$ cat src/rtl/spi_slave.sv
`default_nettype none
// ============================================================================
//  Module   : spi_slave
//  Purpose  : SPI mode-0 (MSB first) slave. SCLK/CS/MOSI are resynchronised
//             into CTRL_CLK. Received frames go into an RX FIFO. Transmit
//             data comes from a single-entry TX shadow register.
//  Revision : 1.0  initial release
// ============================================================================
module spi_slave #(
  parameter int DATA_W     = 8,
  parameter int FIFO_DEPTH = 4
) (
  input  logic                          CTRL_CLK,
  input  logic                          NRST,
  input  logic                          ENABLE,
  input  logic                          SCLK,
  input  logic                          CS,
  input  logic                          MOSI,
  output logic                          MISO,
  input  logic [DATA_W-1:0]             TX_data,
  input  logic                          TX_load,
  output logic                          TX_ready,
  output logic [DATA_W-1:0]             RX_data,
  input  logic                          RX_pop,
  output logic                          RX_empty,
  output logic [$clog2(FIFO_DEPTH):0]   RX_count,
  output logic                          RX_ovf
);

  localparam int c_AW = $clog2(FIFO_DEPTH);
  localparam int c_BW = $clog2(DATA_W + 1);
  localparam logic [c_BW-1:0] c_LAST = c_BW'(DATA_W - 1);
  localparam logic [c_AW:0]   c_FULL = (c_AW + 1)'(FIFO_DEPTH);

  localparam logic [1:0] c_IDLE  = 2'd0;
  localparam logic [1:0] c_LOAD  = 2'd1;
  localparam logic [1:0] c_SHIFT = 2'd2;

  // synchronizer stages
  logic r_sclk_s1, r_sclk_s2, r_sclk_s3;
  logic r_cs_s1, r_cs_s2, r_cs_s3;
  logic r_mosi_s1, r_mosi_s2;
  logic [1:0] r_settle;

  logic w_sclk_rise, w_sclk_fall, w_cs_fall, w_cs_rise;

  // FSM
  logic [1:0] r_state, w_state_nxt;
  logic w_load, w_shift_active, w_sample, w_drive, w_push, w_reload, w_consume;

  // datapath
  logic [DATA_W-1:0] r_tx_shift;
  logic [DATA_W-2:0] r_rx_shift;      // the final bit is taken straight from MOSI
  logic [c_BW-1:0]   r_bit_cnt;
  logic              r_reload_pend;
  logic [DATA_W-1:0] w_rx_byte;

  // TX shadow
  logic [DATA_W-1:0] r_tx_shadow;
  logic              r_tx_full;

  // RX FIFO
  logic [DATA_W-1:0] r_mem [FIFO_DEPTH];
  logic [c_AW-1:0]   r_wptr, r_rptr;
  logic [c_AW:0]     r_count;
  logic              r_ovf;
  logic              w_pop, w_full, w_wr;

  // Three-stage capture of the asynchronous SPI pins. r_settle masks the
  // CS falling edge until the chain has refilled from the pin after reset,
  // so CS held low across reset cannot start a frame.
  always_ff @(posedge CTRL_CLK) begin
    if (!NRST) begin
      r_sclk_s1 <= 1'b0; r_sclk_s2 <= 1'b0; r_sclk_s3 <= 1'b0;
      r_cs_s1   <= 1'b1; r_cs_s2   <= 1'b1; r_cs_s3   <= 1'b1;
      r_mosi_s1 <= 1'b0; r_mosi_s2 <= 1'b0;
      r_settle  <= 2'd0;
    end else begin
      r_sclk_s1 <= SCLK;  r_sclk_s2 <= r_sclk_s1; r_sclk_s3 <= r_sclk_s2;
      r_cs_s1   <= CS;    r_cs_s2   <= r_cs_s1;   r_cs_s3   <= r_cs_s2;
      r_mosi_s1 <= MOSI;  r_mosi_s2 <= r_mosi_s1;
      if (r_settle != 2'd3) r_settle <= r_settle + 2'd1;
    end
  end

  assign w_sclk_rise = r_sclk_s2 & ~r_sclk_s3;
  assign w_sclk_fall = ~r_sclk_s2 & r_sclk_s3;
  assign w_cs_fall   = ~r_cs_s2 & r_cs_s3 & (r_settle == 2'd3);
  assign w_cs_rise   = r_cs_s2 & ~r_cs_s3;
  assign w_rx_byte   = {r_rx_shift, r_mosi_s2};

  // FSM state register
  always_ff @(posedge CTRL_CLK) begin
    if (!NRST) r_state <= c_IDLE;
    else       r_state <= w_state_nxt;
  end

  // FSM next-state logic
  always_comb begin
    w_state_nxt = r_state;
    case (r_state)
      c_IDLE:  if (ENABLE && w_cs_fall) w_state_nxt = c_LOAD;
      c_LOAD:  w_state_nxt = (!ENABLE || w_cs_rise) ? c_IDLE : c_SHIFT;
      c_SHIFT: if (!ENABLE || w_cs_rise) w_state_nxt = c_IDLE;
      default: w_state_nxt = c_IDLE;
    endcase
  end

  // FSM outputs: datapath strobes and the MISO pin
  always_comb begin
    w_load         = (r_state == c_LOAD) && (w_state_nxt == c_SHIFT);
    w_shift_active = (r_state == c_SHIFT) && (w_state_nxt == c_SHIFT);
    w_sample       = w_shift_active && w_sclk_rise;
    w_drive        = w_shift_active && w_sclk_fall;
    w_push         = w_sample && (r_bit_cnt == c_LAST);
    w_reload       = w_drive && r_reload_pend;
    w_consume      = w_load || w_reload;
    MISO           = (r_state == c_SHIFT) ? r_tx_shift[DATA_W-1] : 1'b0;
  end

  // Shift registers and bit counter
  always_ff @(posedge CTRL_CLK) begin
    if (!NRST) begin
      r_tx_shift    <= '0;
      r_rx_shift    <= '0;
      r_bit_cnt     <= '0;
      r_reload_pend <= 1'b0;
    end else begin
      if (w_consume)    r_tx_shift <= r_tx_full ? r_tx_shadow : '0;
      else if (w_drive) r_tx_shift <= {r_tx_shift[DATA_W-2:0], 1'b0};

      if (w_load) begin
        r_bit_cnt     <= '0;
        r_reload_pend <= 1'b0;
      end else if (w_sample) begin
        r_rx_shift <= w_rx_byte[DATA_W-2:0];
        if (w_push) begin
          r_bit_cnt     <= '0;
          r_reload_pend <= 1'b1;
        end else begin
          r_bit_cnt <= r_bit_cnt + c_BW'(1);
        end
      end else if (w_reload) begin
        r_reload_pend <= 1'b0;
      end

      // leaving the frame discards any partial byte
      if ((r_state != c_IDLE) && (w_state_nxt == c_IDLE)) begin
        r_bit_cnt     <= '0;
        r_reload_pend <= 1'b0;
      end
    end
  end

  // TX shadow register: consumption takes effect before a same-cycle load
  always_ff @(posedge CTRL_CLK) begin
    if (!NRST) begin
      r_tx_shadow <= '0;
      r_tx_full   <= 1'b0;
    end else begin
      if (w_consume) r_tx_full <= 1'b0;
      if (TX_load && (!r_tx_full || w_consume)) begin
        r_tx_shadow <= TX_data;
        r_tx_full   <= 1'b1;
      end
    end
  end

  assign w_pop  = RX_pop && (r_count != '0);
  assign w_full = (r_count == c_FULL);
  assign w_wr   = w_push && (!w_full || w_pop);

  // FIFO storage (no reset needed; occupancy tracks validity)
  always_ff @(posedge CTRL_CLK) begin
    if (w_wr) r_mem[r_wptr] <= w_rx_byte;
  end

  // FIFO pointers, occupancy and sticky overflow
  always_ff @(posedge CTRL_CLK) begin
    if (!NRST) begin
      r_wptr  <= '0;
      r_rptr  <= '0;
      r_count <= '0;
      r_ovf   <= 1'b0;
    end else begin
      if (w_wr)  r_wptr <= r_wptr + c_AW'(1);
      if (w_pop) r_rptr <= r_rptr + c_AW'(1);
      case ({w_wr, w_pop})
        2'b10:   r_count <= r_count + (c_AW + 1)'(1);
        2'b01:   r_count <= r_count - (c_AW + 1)'(1);
        default: r_count <= r_count;
      endcase
      if (!ENABLE)                        r_ovf <= 1'b0;
      else if (w_push && w_full && !w_pop) r_ovf <= 1'b1;
    end
  end

  assign TX_ready = ~r_tx_full;
  assign RX_data  = r_mem[r_rptr];
  assign RX_empty = (r_count == '0);
  assign RX_count = r_count;
  assign RX_ovf   = r_ovf;

endmodule
`default_nettype wire

$ cat config.mk
export PLATFORM = sky130hd
export DESIGN_NAME = spi_slave
export DESIGN_NICKNAME = d
export VERILOG_FILES = /design/src/rtl/spi_slave.sv
export SDC_FILE = /design/constraint.sdc
export NUM_CORES = 1
export LEC_CHECK = 0
export ABC_AREA = 1
export CORE_MARGIN = 5
export CORE_UTILIZATION = 61
export CTS_CLUSTER_DIAMETER = 30
export DETAILED_ROUTE_END_ITERATION = 12
export PLACE_DENSITY_LB_ADDON = 0.12
export SYNTH_ARGS = -nofsm -noshare
export SYNTH_HDL_FRONTEND = slang
export SYNTH_SLANG_ARGS = --single-unit
$ cat constraint.sdc
create_clock -name CTRL_CLK -period 3.5 [get_ports CTRL_CLK]
set_input_delay 0.525 -clock CTRL_CLK [delete_from_list [all_inputs] [get_ports CTRL_CLK]]
set_output_delay 0.525 -clock CTRL_CLK [all_outputs]
set_load 0.03 [all_outputs]
# Word-level counts from Yosys, hierarchy flattened
# Memory sizes are Yosys's and may differ from the RTL's. A register that Yosys moved wholly into a read port is not among the register bits.
# Index checks and enable logic that the tools add are counted.
dict set report classes {
  n_addsub 6
  eq_ne 10
  muxes 19
  bitwise_logic 12
  n_reduce_logical 34
}
# operator n
set op_table {}
lappend op_table {{two-way mux 8 bit} 3}
lappend op_table {{logical AND 1 bit} 13}
lappend op_table {{two-way mux 2 bit} 5}
lappend op_table {{nonzero test 2 bit} 5}
lappend op_table {{== test 2 bit, second input constant} 4}
lappend op_table {{two-way mux 1 bit} 8}
lappend op_table {{NOT 1 bit} 7}
lappend op_table {{adder 2 x 1 -> 2 bit, second input constant} 3}
lappend op_table {{case mux 2 bit (3 select lines)} 1}
lappend op_table {{case mux 3 bit (2 select lines)} 1}
lappend op_table {{AND reduction 2 bit} 3}
lappend op_table {{AND 1 bit} 5}
lappend op_table {{adder 4 x 1 -> 4 bit, second input constant} 1}
lappend op_table {{== test 2 x 1 -> 1 bit, second input constant} 2}
lappend op_table {{== test 4 x 3 -> 1 bit, second input constant} 1}
lappend op_table {{zero test 1 bit} 4}
lappend op_table {{zero test 2 bit} 2}
lappend op_table {{logical OR 1 bit} 4}
lappend op_table {{two-way mux 4 bit} 1}
lappend op_table {{adder 3 x 1 -> 3 bit, second input constant} 1}
lappend op_table {{== test 3 bit, second input constant} 1}
lappend op_table {{zero test 3 bit} 1}
lappend op_table {{nonzero test 3 bit} 1}
lappend op_table {{OR reduction 3 bit} 1}
lappend op_table {{other kinds (3)} 3}
dict set report totals {
  regBits 49
  ram_bits 32
  in_bits 16
  output_inout_bits 15
  mem_count 1
}
# name words width read_ports rd_clocked_by_memory_dff wr line_no
set mem_list {}
lappend mem_list {r_mem 4 8 1 1 1 63} ;# logic [DATA_W-1:0] r_mem [FIFO_DEPTH];

# Logic depth before layout (Yosys ltp)
# Gate-level depths: netlist of the first run.
dict set report logic_depth {
  depth_word 14
  depth_mapped 12
  depth_no_buf 12
}

# Worst setup path after synthesis of the first run
# OpenSTA, ideal clock, no wires.
dict set report synth_path {
  path_kind {reg2reg}
  start {register r_count[1], in the netlist RX_count[1]}
  end {register r_count[1], in the netlist RX_count[1]}
  arrival_ns 1.765
  path_slack_ns 1.618
  stages_incl_launch_ff 9
  n_path_buf 0
  path_cell_list {dfxtp_1 inv_1 nand2_1 o21ai_4 inv_2 nand2_1 fa_1 a21boi_0 nor2_1}
}
dict set report synth_via {
  elab_chain_cells 6
}
# item line_no
set synth_lines {}
lappend synth_lines {{start: declaration} 65} ;# logic [c_AW:0] r_count;
lappend synth_lines {{start signal: assignment} 189} ;# 2'b10: r_count <= r_count + (c_AW + 1)'(1);
lappend synth_lines {{start signal: assignment} 190} ;# 2'b01: r_count <= r_count - (c_AW + 1)'(1);
lappend synth_lines {{start signal: assignment} 191} ;# default: r_count <= r_count;
lappend synth_lines {{== test 3 bit / nonzero test 3 bit (equally long branches)} {170, 169}}
lappend synth_lines {{zero test 1 bit / logical AND 1 bit (equally long branches)} {171, 169}}
lappend synth_lines {{logical OR 1 bit} 171} ;# assign w_wr = w_push && (!w_full || w_pop);
lappend synth_lines {{logical AND 1 bit} 171}
lappend synth_lines {{== test 2 x 1 -> 1 bit / == test 2 bit (equally long branches)} 188} ;# case ({w_wr, w_pop})
lappend synth_lines {{case mux 3 bit (2 select lines) / nonzero test 2 bit (equally long branches)} n/a}
# Parallel ways exist; a longest one is shown, timed or not.
# A chain may end at the register's enable or synchronous reset.

==> summary.md, run 1 <==
| Metric | Value |
|---|---|
| Slew HR | 0.481 |
| Drt total wl | 6420 µm |
| Maximum buffer depth of the clock tree | 2 |
| Syn_area_per_cell | 9.77 µm² |
| Main synth FF type | dfxtp_1 |
| Via-per-instance ratio | 5.22 |
| Fmax | between 300 and 400 MHz |
| GRT Util Overall | 0.182 |
| Core area | ~5500 µm² |
| TritonRoute pass-1 iters | 5 |
| # nets final | 411 |
| # IOs | 31 |
| Pleak | 1.41 nW |
| Clk_lat worst skew | 0.33 ns |
| Final Hold Vio Count | 0 |
| Post-CTS Resized | 0 |
| Starting Density | 0.633 |
| RSZ-0062 raised after global routing | false |
| GRT overflow | 0 |
| Die Wd | 85.8 µm |
| Total die area | 7360 µm² |
| Die Y | 85.8 µm |
| Tmin final | 2.86 ns |
| Clock skew | 0.00325 ns |
| H-tree Lvls | 3 |
| Total setup buffers inserted after CTS | 0 |
| Routed Antenna Nets | 0 |
| Power per cell area | 441 nW/µm² |
| Synth Cell Area | 3510 µm² |
| Root buf cell | clkbuf_8 |
| Number of synthesized register bits | just over 80 |
| Antenna violations before repair | 0 |
| Share of cells above drive strength 1 | 0.140 |
| Layout overhead on the synthesized area | 14.5% |
| First-pass GRT wire length | 10,300 µm |
| Synth unique cells | 40 |
| Seq/Total Area, Yosys | 0.565 |
| Arr. time, crit path | 2.33 ns |
| Final worst path period share | 0.817 |
| Mapped Cells | 359 |
| CTS Buf Count | 9 |
| Outcome | finished, final reports clean |
| Max-Cap Viols | 0 |
| FFs w/ async S/R, synth | 0 |
| Worst VDD drop | ~0.24 mV |
| Endpoints failing setup | 0 |
| Crit start category | flop |
| Port Buf Inserts | 30 |
| Endpoint class of the critical path | primary output |
| Residual DRC | 0 |
| Worst setup margin | between 0.6 and 0.7 ns |
| Worst Path Class, Setup | flop to primary output |
| CP required | 2.97 ns |
| Setup TNS Final | 0 ns |
| Worst slew pin tran | 0.776 ns |
| Flop-to-flop setup slack | around 1.3 ns |
| Crit-path max FO | 17 |
| Via count | 2,428 |
| ANT cells | 0 |
| Pins Over Slew Limit | 0 |
| Wire length per cell | between 10 and 15 µm |
| Largest net degree at the start of global routing | 38 |
| CTS clk-pin slew, worst paths | 0.07 ns |
| Row count | 27 |
| Post-CTS Hold Fix Bufs | 0 |
| Worst hold slack | roughly 0.42 ns |
| Post-Place Setup Slack | ~0.5 ns |
| Ys Warns | 0 |
| Vias in the first global route | 2,227 |
| CTS tree | done |
| Synth Net Count | 382 |
| DRT iter0 DRCs | 136 |
| Gpl congestion | between 0.9 and 1 |
| Worst min path class | flop to flop |
| Clock Sinks | 83 |
| DP Wirelength | 4510 µm |
| Post-synth EDFFs | 32 |
path summary, 6_finish.rpt:
check / from / end / cells after the start
min: r_cs_s1$_SDFF_PN1_ / r_cs_s2$_SDFF_PN1_ / 1
max: flop / RX_data[2] / 4
max reg2reg: r_cs_s2$_SDFF_PN1_ / r_mem[2][6]$_DFFE_PP_ / 5
min reg2reg: r_cs_s1$_SDFF_PN1_ / r_cs_s2$_SDFF_PN1_ / 1
cell type report:
type / instances / area (µm²)
clock buffers: 12 / 145
clock inverters: 4 / 50.0
fillers: 420 / 1530
inverters: 35 / 131
multi-input cells: 227 / 1300
flip-flops and latches: 83 / 1980
well taps: 72 / 90.1
repair buffers: 32 / 315
routing by layer:
| metal | vias up | track usage | part of all wire |
|---|---|---|---|
| met5 | - | 0 | 0 |
| met4 | 0 | 0.0993 | 0.022 |
| met3 | 12 | 0.0346 | 0.033 |
| met2 | 50 | 0.314 | 0.50 |
| met1 | 1103 | 0.213 | 0.45 |
| li1 | 1263 | - | - |
where the power goes:
part | switching, W | internal [W]
Combinational | 0.0000435 | 0.0000408
Sequential | 0.0000135 | 0.00101
Clock | 0.000311 | 0.000348
placed cells by master (no fill, tap or decap), drive strengths merged:
cell type	synthesis	layout
nor2	56	56
inv	35	35
nand2	48	48
nand3	7	7
nor3	2	2
clkinv	0	1
nor4	1	1
clkbuf	4	12
fa	1	1
nand4	4	4
o22ai	8	8
buf	10	2
xor2	2	2
or2	4	4
clkdlybuf4s50	0	30
clkinvlp	0	2
ha	6	6
bufinv	0	1
a221oi	1	1
a21boi	1	1
nor3b	1	1
a21oi	29	29
dfxtp	51	51
edfxtp	32	32
o21ai	48	48
nand3b	8	8
cell families after synthesis:
| kind of cell | Yosys count | synth area share |
|---|---|---|
| xor gates and xnor gates | 2 | 0.00500 |
| adders and majority gates | 7 | 0.0271 |
| buffers and inverters | 49 | 0.0635 |
| DFF | 83 | 0.565 |
| and+or+nand+nor | 131 | 0.194 |
| AOI/OAI and AO/OA | 87 | 0.145 |
stage by stage:
stage                     std cells  utilization  total power (W)  cell area [µm²]
after floorplan                 359            -          0.00111             3510
after global placement          449        0.689          0.00113             3820
after detailed placement        449        0.689          0.00113             3820
after CTS                       465        0.725          0.00179             4020
after global routing            465        0.725          0.00184             4020
final                           465        0.725          0.00177             4020
flip-flops by register name, indices dropped and copies added, names as in the netlist, 2 cells and up, named ones only:
| name | cells |
|---|---|
| r_rptr | 2 |
| r_wptr | 2 |
| r_state | 2 |
| RX_count | 3 |
| r_tx_shift | 8 |
| r_mem | 32 |
| r_tx_shadow | 8 |
| r_rx_shift | 7 |
| r_bit_cnt | 4 |
| r_settle | 2 |
Yosys cell counts (3+ instances only):
cell type,instances,area (µm²)
inv_1,30,113
nand2_4,3,33.8
buf_2,3,15.0
inv_2,5,18.8
buf_4,5,37.5
or2_2,4,25.0
a21oi_1,20,100
nand4_1,3,18.8
edfxtp_1,32,961
clkbuf_1,4,15.0
nand3_1,6,30.0
dfxtp_1,51,1020
o21ai_0,44,220
nand2_1,42,158
a21oi_2,8,70.1
nand3b_1,7,52.6
nor2_1,47,176
nor2_2,7,43.8
ha_1,6,75.1
o22ai_1,8,50.1
critical path: stages, from the launching register on:
cell	delay (ns)
dfxtp_1	0.64
inv_1	0.33
o21ai_0	0.31
o22ai_1	0.11
clkdlybuf4s50_1	0.60
Power figures use the tool's default switching activity.
==> run 2: changes to the inputs <==
Settings changed: CORE_UTILIZATION 61 to 57.
Clock period 3.5 ns to 2.85 ns, I/O delays scaled along.
==> run 2 against run 1 <==
Against the previous run:
- worst hold slack gained 0.0046 ns
- total power grew 29%
- non-clock buffer count grew 3
- combinational power grew 28%
- wire length shrank 2.4%
- via count shrank 1.2%
- worst setup slack lost 0.30 ns
- final cell count grew 1.3%
- critical endpoint is now RX_data[5]
- largest power group unchanged
==> summary.md, run 2 (synthesis results as in run 1) <==
| Metric | Value |
|---|---|
| GRT overflow | 0 |
| ANT cells | 0 |
| H-tree Lvls | 3 |
| Pleak | 1.44 nW |
| Outcome | finished, final reports clean |
| CP required | 2.42 ns |
| Worst min path class | flop to flop |
| Flop-to-flop setup slack | 0.64 ns |
| Worst slew pin tran | 0.798 ns |
| TritonRoute pass-1 iters | 4 |
| Clock power frac | 0.402 |
| Core area | between 5000 and 6000 µm² |
| Antenna violations before repair | 0 |
| Final non-filler cell total | 471 |
| Routed Antenna Nets | 0 |
| Switch share | 0.214 |
| Die Wd | 88.4 µm |
| Endpoints failing setup | 0 |
| Via count | 2,400 |
| Clock skew | 0.0117 ns |
| Util after Layout | 0.682 |
| Arr. time, crit path | ~2.1 ns |
| RSZ-0062 raised after global routing | false |
| Clock Sinks | slightly above 80 |
| Row count | 28 |
| Crit Reg-Reg Endpoint | r_mem[2][2]$_DFFE_PP_ |
| Pins Over Slew Limit | 0 |
| Max-Cap Viols | 0 |
| DP Wirelength | 4460 µm |
| Slew HR | 0.466 |
| Setup TNS Final | 0 ns |
| Worst Path Class, Setup | flop to primary output |
| Hold Crit Start | r_sclk_s1$_SDFF_PN0_ |
| Gpl congestion | ~0.83 |
| NetSw | 0.000488 W |
| CTS tree | done |
| Reg2Reg Depth | 7 |
| Total die area | between 7000 and 8000 µm² |
| Crit-path max FO | 17 |
| Crit start category | flop |
| Maximum buffer depth of the clock tree | 2 |
| Port Buf Inserts | 30 |
| Layout overhead on the synthesized area | 15.9% |
| Int Power | 0.00179 W |
| Post-Place Setup Slack | 0.274 ns |
| Worst setup margin | 0.347 ns |
| Hold EP | r_sclk_s2$_SDFF_PN0_ |
| Worst hold slack | roughly 0.42 ns |
| Largest net degree at the start of global routing | 37 |
| Final worst path period share | 0.878 |
| Clk_lat worst skew | between 0.3 and 0.4 ns |
| Cells after DPL | 455 |
| Commonest non-fill, non-tap cells in the layout | dfxtp_1, nor2_1, o21ai_0, nand2_1, edfxtp_1 |
| Residual DRC | 0 |
| Drt total wl | approximately 6300 µm |
| Via-per-instance ratio | 5.10 |
| Die Y | 88.4 µm |
| Fmax | 399 MHz |
| Max reg flops | 32 |
| Vias in the first global route | 2,344 |
| Worst VDD drop | 0.323 mV |
| Wire length per cell | 13.3 µm |
| CTS clk-pin slew, worst paths | 0.09 ns |
| # IOs | 31 |
| Total setup buffers inserted after CTS | 0 |
| Tmin final | roughly 2.5 ns |
| Commonest non-fill, non-tap cell in the layout | dfxtp_1 |
| CTS Buf Count | 9 |
| GRT Util Overall | 0.181 |
| First-pass GRT wire length | 10,700 µm |
| Flop pwr share | 0.550 |
| Share of cells above drive strength 1 | 0.152 |
| DRT iter0 DRCs | ~110 |
| # nets final | 414 |
| Largest reg by FF count | r_mem |
| Regs by FF count | r_mem x32, r_tx_shadow x8, r_tx_shift x8 |
| Starting Density | 0.589 |
| Final Hold Vio Count | 0 |
| Gate power share | 0.048 |
| Worst reg2reg startpoint | r_bit_cnt[0]$_SDFFE_PP0P_ |
| Root buf cell | clkbuf_8 |
| Endpoint class of the critical path | primary output |
| Hold path cells | 2 |
| Power per cell area | 561 nW/µm² |
-- run 2: per-layer routing --
layer | vias up | share of wire | track usage
met2 | 38 | 0.49 | 0.313
met3 | 9 | 0.036 | 0.0307
li1 | 1265 | - | -
met4 | 0 | 0.017 | 0.0865
met1 | 1088 | 0.45 | 0.220
met5 | - | 0 | 0
-- run 2: power by group through the flow --
stage          Sequential [W]  Combinational, W  Clock, W
6_report              0.00125          0.000108  0.000916
3_5_place_dp          0.00128          0.000109         0
5_1_grt               0.00126          0.000122  0.000989
4_1_cts               0.00125          0.000110  0.000936
2_1_floorplan         0.00128         0.0000800         0
3_3_place_gp          0.00128          0.000107         0
-- run 2: critical path, cell delays in order (launching register included) --
cell	delay, ns
dfxtp_2	0.41
inv_1	0.31
o21ai_0	0.14
o22ai_1	0.16
clkdlybuf4s50_1	0.70
-- run 2: how the worst max path moves through the flow --
stage	from	end	slack, ns
2_1_floorplan	RX_count[1]$_SDFFE_PN0P_	RX_count[1]$_SDFFE_PN0P_	0.97
3_3_place_gp	ENABLE	r_mem[2][0]$_DFFE_PP_	0.36
3_5_place_dp	ENABLE	r_mem[2][7]$_DFFE_PP_	0.27
4_1_cts	flop	RX_data[5]	0.17
5_1_grt	flop	RX_data[5]	0.18
6_report	flop	RX_data[5]	0.35
-- run 2: stage by stage --
stage               cell area, µm²  total power [W]
floorplan                     3510          0.00136
global placement              3850          0.00139
detailed placement            3850          0.00139
CTS                           4060          0.00230
global route                  4060          0.00237
finish                        4060          0.00228
-- run 2: repair_timing --
item	CTS	global route
endpoints found under the setup margin	0	7
gates resized for setup	0	1
hold buffers	0	0
-- run 2: cell type report --
cell class / instances / area, µm²
clock buffer: 10 / 128
sequential: 83 / 1980
fill: 505 / 1890
timing repair buffer: 35 / 338
multi-input combinational: 227 / 1300
clock inverter: 6 / 88.8
inverter: 35 / 131
tap: 75 / 93.8
==> run 3: changes to the inputs <==
Settings changed: ABC_CLOCK_PERIOD_IN_PS set to 2850, CORE_MARGIN 5 to 2.
==> run 3 against run 2 <==
Against the previous run:
- clock skew shrank 0.0011 ns
- combinational power is essentially flat
- critical path type unchanged
- via count grew 0.71%
- final area is essentially flat
==> summary.md, run 3 (synthesis results as in run 1) <==
| Metric | Value |
|---|---|
| Routed Antenna Nets | 0 |
| Cells after DPL | 457 |
| ANT cells | 0 |
| H-tree Lvls | 3 |
| Multi-input logic area | around 1300 µm² |
| Largest net degree at the start of global routing | 37 |
| Power per cell area | 546 nW/µm² |
| Worst-path cell chain | inv_1 -> o21ai_0 -> o22ai_1 -> clkdlybuf4s50_1 |
| Port Buf Inserts | 30 |
| Gpl congestion | 0.799 |
| Worst stage delay on the critical path | 0.69 ns |
| Row count | 28 |
| Starting Density | 0.592 |
| Family with the most delay on the worst path | buffers and inverters |
| Outcome | finished, final reports clean |
| Final worst path period share | 0.899 |
| Pins Over Slew Limit | 0 |
| Hold path cells | 1 |
| Clock power frac | 0.385 |
| GRT overflow | 0 |
| Placed cell areas | 3860 µm² |
| Endpoint class of the critical path | primary output |
| Crit start category | flop |
| Clock skew | 0.0105 ns |
| RSZ-0062 raised after global routing | false |
| Wire length per cell | 13.2 µm |
| Fmax | 390 MHz |
| CP required | around 2.4 ns |
| Clock Sinks | 83 |
| Total die area | 6790 µm² |
| Setup TNS Final | 0 ns |
| DRT iter0 DRCs | 168 |
| Endpoints failing setup | 0 |
| Largest reg by FF count | r_mem |
| Commonest non-fill, non-tap cell in the layout | dfxtp_1 |
| Switch share | 0.232 |
| Max reg flops | 32 |
| # nets final | 416 |
| Total setup buffers inserted after CTS | 0 |
| Worst path slowest cell | clkdlybuf4s50_1 |
| First-pass GRT wire length | 10,600 µm |
| Via-per-instance ratio | 5.11 |
| CTS clk-pin slew, worst paths | 0.09 ns |
| Vias in the first global route | approximately 2,300 |
| Arr. time, crit path | approximately 2.1 ns |
| Worst hold slack | 0.419 ns |
| Share of cells above drive strength 1 | 0.158 |
| CTS tree | done |
| Flop pwr share | 0.566 |
| Int Power | 0.00170 W |
| DP Wirelength | roughly 4400 µm |
| CTS Buf Count | 9 |
| Final Hold Vio Count | 0 |
| Layout overhead on the synthesized area | 15.8% |
| Via count | 2,417 |
| Worst min path class | flop to flop |
| Crit-path max FO | 17 |
| Commonest non-fill, non-tap cells in the layout | dfxtp_1, nor2_1, o21ai_0, nand2_1, edfxtp_1 |
| Regs by FF count | r_mem x32, r_tx_shadow x8, r_tx_shift x8 |
| Die Wd | 82.4 µm |
| CP Depth | 4 |
| Die Y | between 80 and 90 µm |
| Reg2Reg Depth | 7 |
| Antenna violations before repair | 0 |
| NetSw | 0.000513 W |
| Tmin final | 2.56 ns |
| GRT Util Overall | 0.211 |
| Worst VDD drop | ~0.33 mV |
| Residual DRC | 0 |
| Pleak | 1.43 nW |
| Register area | 1980 µm² |
| Core area | 5920 µm² |
| Final Instance Area | 4060 µm² |
| Worst slew pin tran | about 0.8 ns |
| Maximum buffer depth of the clock tree | 2 |
| Worst path bufs/invs | 2 |
| # IOs | 31 |
| TritonRoute pass-1 iters | 4 |
| Max-Cap Viols | 0 |
| Clk_lat worst skew | 0.35 ns |
| Worst Path Class, Setup | flop to primary output |
| Root buf cell | clkbuf_8 |
| Drt total wl | around 6300 µm |
| Gate power share | 0.049 |
| Layout fillers | slightly below 500 |
| Final non-filler cell total | 473 |
| Slew HR | 0.468 |
==> run 3: cell type report <==
type	instances	share of cell area
inverter	35	0.0323
clock buffer	9	0.0305
sequential	83	0.488
tap	75	0.0231
multi-input combinational	227	0.320
timing repair buffer	37	0.0869
clock inverter	7	0.0185
==> run 3: worst paths after layout <==
path                                end                       from  slack (ns)
setup / recovery             RX_data[1]                       flop        0.29
hold / removal       r_cs_s2$_SDFF_PN1_         r_cs_s1$_SDFF_PN1_        0.42
setup reg to reg  r_mem[0][3]$_DFFE_PP_  r_bit_cnt[0]$_SDFFE_PP0P_        0.64
hold reg to reg      r_cs_s2$_SDFF_PN1_         r_cs_s1$_SDFF_PN1_        0.42
==> run 3: power by group through the flow <==
stage | Clock (W) | Combinational (W) | Sequential [W]
floorplan | 0 | 0.0000800 | 0.00128
global placement | 0 | 0.000106 | 0.00128
detailed placement | 0 | 0.000110 | 0.00128
CTS | 0.000868 | 0.000110 | 0.00125
global route | 0.000922 | 0.000122 | 0.00126
finish | 0.000854 | 0.000108 | 0.00125
==> run 3: timing repair <==
item                       in CTS  in global routing
gates resized for setup         0                  1
setup endpoints to repair       0                  8
hold buffers                    0                  0
==> run 3: through the flow <==
step	util	total power (W)	worst slack, ns
final	0.686	0.00222	0.289
after global routing	0.686	0.00230	0.146
after CTS	0.686	0.00223	0.0880
after detailed placement	0.652	0.00139	0.294
after global placement	0.652	0.00139	0.374
after floorplan	-	0.00136	0.968
==> run 3: per-layer routing <==
layer / up-vias / track usage / wire [µm]
met3: 12 / 0.0522 / 207
met4: 0 / 0.0833 / 136
met1: 1084 / 0.263 / 2880
met5: - / 0 / 0
met2: 48 / 0.352 / 3040
li1: 1273 / - / -
